## src/rtl/shift_add_seq_ctrl_pkg.sv

```systemverilog
// Shared types and helpers for the sequential shift-add multiplier controller.
package shift_add_pkg;

  typedef enum logic [1:0] {
    ST_IDLE = 2'd0,
    ST_RUN  = 2'd1,
    ST_DONE = 2'd2
  } state_t;

  // Step counter width: enough bits to count 0..WIDTH-1.
  function automatic int cnt_w(input int width);
    return (width < 2) ? 1 : $clog2(width);
  endfunction

endpackage

```

## src/rtl/shift_add_seq_ctrl_step.sv

```systemverilog
// One combinational shift-add iteration: conditionally add mcand into the upper half,
// then shift right by one, keeping the carry as the new MSB.
module shift_add_step #(
  parameter int WIDTH = 4
) (
  input  logic [2*WIDTH-1:0] p,
  input  logic [WIDTH-1:0]   mcand,
  output logic [2*WIDTH-1:0] p_next
);

  logic [WIDTH-1:0] addend;
  logic [WIDTH:0]   sum;

  genvar gi;
  generate
    for (gi = 0; gi < WIDTH; gi++) begin : g_addend
      assign addend[gi] = mcand[gi] & p[0];
    end
  endgenerate

  assign sum    = {1'b0, p[2*WIDTH-1:WIDTH]} + {1'b0, addend};
  assign p_next = {sum, p[WIDTH-1:1]};

endmodule

```

## src/rtl/shift_add_seq_ctrl.sv

```systemverilog
// Sequential shift-add multiplier: accepts a/b over valid/ready, runs WIDTH steps,
// then presents the 2*WIDTH-bit product over valid/ready.
module shift_add_seq_ctrl
  import shift_add_pkg::*;
#(
  parameter int WIDTH = 4
) (
  input  logic               clk,
  input  logic               rst_n,
  input  logic               in_valid,
  output logic               in_ready,
  input  logic [WIDTH-1:0]   a,
  input  logic [WIDTH-1:0]   b,
  output logic               out_valid,
  input  logic               out_ready,
  output logic [2*WIDTH-1:0] product,
  output logic               busy
);

  localparam int              CNT_W    = cnt_w(WIDTH);
  localparam logic [CNT_W-1:0] CNT_LAST = CNT_W'(WIDTH - 1);

  state_t             state_reg, state_next;
  logic [CNT_W-1:0]   cnt_reg, cnt_next;
  logic [WIDTH-1:0]   mcand_reg, mcand_next;
  logic [2*WIDTH-1:0] p_reg, p_next, p_step;
  logic [2*WIDTH-1:0] product_reg, product_next;

  shift_add_step #(
    .WIDTH (WIDTH)
  ) u_step (
    .p      (p_reg),
    .mcand  (mcand_reg),
    .p_next (p_step)
  );

  always_ff @(posedge clk or negedge rst_n) begin
    if (!rst_n) begin
      state_reg   <= ST_IDLE;
      cnt_reg     <= '0;
      mcand_reg   <= '0;
      p_reg       <= '0;
      product_reg <= '0;
    end else begin
      state_reg   <= state_next;
      cnt_reg     <= cnt_next;
      mcand_reg   <= mcand_next;
      p_reg       <= p_next;
      product_reg <= product_next;
    end
  end

  always_comb begin
    state_next   = state_reg;
    cnt_next     = cnt_reg;
    mcand_next   = mcand_reg;
    p_next       = p_reg;
    product_next = product_reg;
    in_ready     = 1'b0;
    out_valid    = 1'b0;
    busy         = 1'b0;

    case (state_reg)
      ST_IDLE: begin
        in_ready = 1'b1;
        if (in_valid) begin
          mcand_next = a;
          p_next     = {{WIDTH{1'b0}}, b};
          cnt_next   = '0;
          state_next = ST_RUN;
        end
      end
      ST_RUN: begin
        busy     = 1'b1;
        p_next   = p_step;
        cnt_next = cnt_reg + CNT_W'(1);
        // Fixed latency: always WIDTH steps, product captured on the last one.
        if (cnt_reg == CNT_LAST) begin
          cnt_next     = '0;
          product_next = p_step;
          state_next   = ST_DONE;
        end
      end
      ST_DONE: begin
        out_valid = 1'b1;
        if (out_ready) begin
          state_next = ST_IDLE;
        end
      end
      default: begin
        state_next = ST_IDLE;
      end
    endcase
  end

  assign product = product_reg;

endmodule

```

## config.mk

```make
export PLATFORM = sky130hd
export DESIGN_NAME = shift_add_seq_ctrl
export DESIGN_NICKNAME = d
export VERILOG_FILES = /design/src/rtl/shift_add_seq_ctrl_pkg.sv /design/src/rtl/shift_add_seq_ctrl_step.sv /design/src/rtl/shift_add_seq_ctrl.sv
export SDC_FILE = /design/constraint.sdc
export NUM_CORES = 1
export LEC_CHECK = 0
export BUFFER_PORTS_ARGS = -buffer_cell sky130_fd_sc_hd__buf_2
export CELL_PAD_IN_SITES_DETAIL_PLACEMENT = 1
export CELL_PAD_IN_SITES_GLOBAL_PLACEMENT = 1
export CORE_UTILIZATION = 30
export DETAILED_ROUTE_END_ITERATION = 10
export GPL_ROUTABILITY_DRIVEN = 0
export GPL_TIMING_DRIVEN = 1
export PLACE_DENSITY_LB_ADDON = 0.1
export REMOVE_ABC_BUFFERS = 1
export SLEW_MARGIN = 20
export SYNTH_ARGS = -nofsm -noshare
export SYNTH_HDL_FRONTEND = slang
export SYNTH_SLANG_ARGS = --single-unit
```

## constraint.sdc

```tcl
create_clock -name clk -period 2 [get_ports clk]
set_clock_uncertainty 0.2 [all_clocks]
set_input_delay 0.4 -clock clk [delete_from_list [all_inputs] [get_ports clk]]
set_output_delay 0.4 -clock clk [all_outputs]
set_load 0.05 [all_outputs]
```

==> results_dict.tcl <==
set metrics [dict create \
    outcome "finished clean" \
    via_per_inst 4.605 \
    crit_type "reg -> out" \
    htree_levels 1 \
    grt_use_total_pct 13.96 \
    multi_input_area_um2 521.8 \
    whs_ps 125.8 \
    critPathLaunchType "register" \
    mostFrequentLayoutCells "27 x nand2_1, 24 x dfrtp_1, 22 x buf_2, 6 x buf_4" \
    num_rows 22 \
    cts_root_buf "clkbuf_8" \
    tightest_slew_ps 560.6 \
    grt_setup_unrepaired "false" \
    synth.distinct_cells 29 \
    firstDrtPassIters 3 \
    start_util_pct 31.65 \
    wire_per_inst_um 13.46 \
    hold_class "in -> reg" \
    end_kind "output pin" \
    core-area_um2 3689 \
    routed_wirelength_um 2491 \
    cts_tree "yes" \
    grt_pass1_wl_um 4353 \
    die_area_um2 4145 \
    crit_family "flip-flops" \
    syn_inst 109 \
    port_buffers 22 \
    postRouteAntennaNets 0 \
    netlist_area_um2 1167 \
    clkLatencyLatePin_ps 260 \
    cts-buffers-inserted 3 \
    worstPathCellList "or2b_1, inv_1, buf_2" \
    layout_commonest_cell "nand2_1" \
    post-cts-setup-buffers 0 \
    max_freq_ghz 0.5285 \
    power_density_nw_per_um2 1838 \
    dp_hpwl_um 1814 \
    vias 852 \
    design_area_um2 1410 \
    drcViolationCount 0 \
    drv_cap 0 \
    p_leak_nw 0.7044 \
    critical_path.reg2reg.startpoint "mcand_reg[0]" \
    tns_ps 0 \
    grt_max_degree 25 \
    path_max_fanout 6 \
    critPathRequiredTime_ps 1400 \
    clock_sinks 24 \
    worst-path-buf-inv 2 \
    place_area_um2 1339 \
    antenna_found_initial 0 \
    layout-drive-gt1-share_pct 34.31 \
    ir_drop_mv 0.5363 \
    crit_arrival_ps 1290 \
    ys_ff_latch 24 \
    area_growth_pct 20.79 \
    synth_warnings 0 \
    io_pins 23 \
    ys_seq_area_share_pct 51.45 \
    die_x_um 64.38 \
    relSlewSlack_pct 62.63 \
    drtIter0Drc 15 \
    die_h_um 64.38 \
    final-hold-violation-count 0 \
    n_antenna_cell 0 \
    clkTransAtPathRegs_ps 90 \
    fillerInstances 430 \
    fin_crit_ps 1892 \
    worstHoldStart "out_ready" \
    gr-total-overflow 0 \
    seqCellArea_um2 600.6 \
    slowest_stage "dfrtp_1" \
    ctsLongestPathBuffers 2 \
    critPathMaxStageDelay_ps 450 \
    setup_viol 0 \
    cp-startpoint "state_reg[0]" \
    avgSynthCellArea_um2 10.71 \
    min_period_over_period_pct 94.61 \
    grt_pass1_vias 912 \
    drv_slew 0 \
    fin_nets 156 \
]
[routing by layer]
metal	routed length [µm]	track usage, %	vias up
met5	0	0	-
met4	29	5.833	0
met3	72	2.679	2
met2	1153	22.24	12
met1	1235	18.32	414
li1	-	-	424
[cell usage after synthesis]
| cell | n | area (µm²) |
|---|---|---|
| o31ai_1 | 2 | 15.01 |
| nand2b_1 | 1 | 6.260 |
| a21boi_0 | 1 | 7.510 |
| a21o_1 | 1 | 7.510 |
| nor2_1 | 5 | 18.77 |
| o21ai_2 | 1 | 8.760 |
| inv_1 | 2 | 7.510 |
| nand3_1 | 2 | 10.01 |
| or3b_1 | 1 | 8.760 |
| o31ai_2 | 1 | 12.51 |
| mux2_2 | 5 | 56.30 |
| and3b_1 | 1 | 8.760 |
| nand2_1 | 27 | 101.4 |
| and2_1 | 4 | 25.02 |
| clkbuf_4 | 1 | 7.510 |
| fa_1 | 1 | 20.02 |
| buf_8 | 1 | 15.01 |
| a21oi_1 | 2 | 10.01 |
| dfrtp_1 | 24 | 600.6 |
| buf_2 | 2 | 10.01 |
| buf_6 | 1 | 11.26 |
| nand3b_1 | 1 | 7.510 |
| nand3_2 | 5 | 50.05 |
| o21ai_0 | 5 | 25.02 |
| a31oi_1 | 4 | 25.02 |
| xnor2_1 | 1 | 8.760 |
| or2b_1 | 1 | 7.510 |
| ha_1 | 5 | 62.56 |
| nor3b_2 | 1 | 12.51 |
[path summary, 6_finish.rpt]
check / to / slack (ps) / depth (start not counted)
worst max register to register: p_reg[7] / 130 / 6
worst min register to register: mcand_reg[3] / 270 / 2
min in group asynchronous: cnt_reg[0] / 450 / 2
worst min-delay path: state_reg[1] / 130 / 2
max in group asynchronous: product[7] / 780 / 2
worst max-delay path: out_valid / 110 / 3
[report_power, final]
part,switching (mW),total (mW),leakage (nW),internal (mW)
Sequential,0.149,0.865,0.296,0.716
Clock,0.158,0.333,0.0288,0.176
Combinational,0.910,1.39,0.380,0.484
[cells by family after synthesis]
kind of cell / after synthesis / synth area share (%)
AOI/OAI and AO/OA: 17 / 9.539
xor gates and xnor gates: 1 / 0.7504
adders and majority gates: 6 / 7.074
buffers and inverters: 7 / 4.394
DFF: 24 / 51.45
muxes: 5 / 4.823
and+or+nand+nor: 49 / 21.97
[through the flow]
| stage | std cells | worst slack (ps) | utilization, % | total power [mW] |
|---|---|---|---|---|
| after floorplan | 104 | 65.66 | - | 1.875 |
| after global placement | 180 | 111.9 | 36.30 | 2.244 |
| after detailed placement | 180 | 28.77 | 36.30 | 2.289 |
| after CTS | 185 | 23.08 | 38.06 | 2.630 |
| after global routing | 185 | 19.99 | 38.23 | 2.815 |
| final | 185 | 107.7 | 38.23 | 2.592 |
[area by class of cell]
class,instances,area share [%]
Clock buffer,4,3.904
Inverter,2,0.5324
Timing Repair Buffer,29,11.71
Tap cell,48,4.259
Sequential cell,24,42.59
Multi-Input combinational cell,78,37.00
[repair_timing]
| action | in CTS | in global routing |
|---|---|---|
| hold endpoints to repair | 24 | 0 |
| gates resized for setup | 0 | 3 |
| endpoints found under the setup margin | 0 | 3 |
| hold buffers | 1 | 0 |
Power figures use the tool's default switching activity.
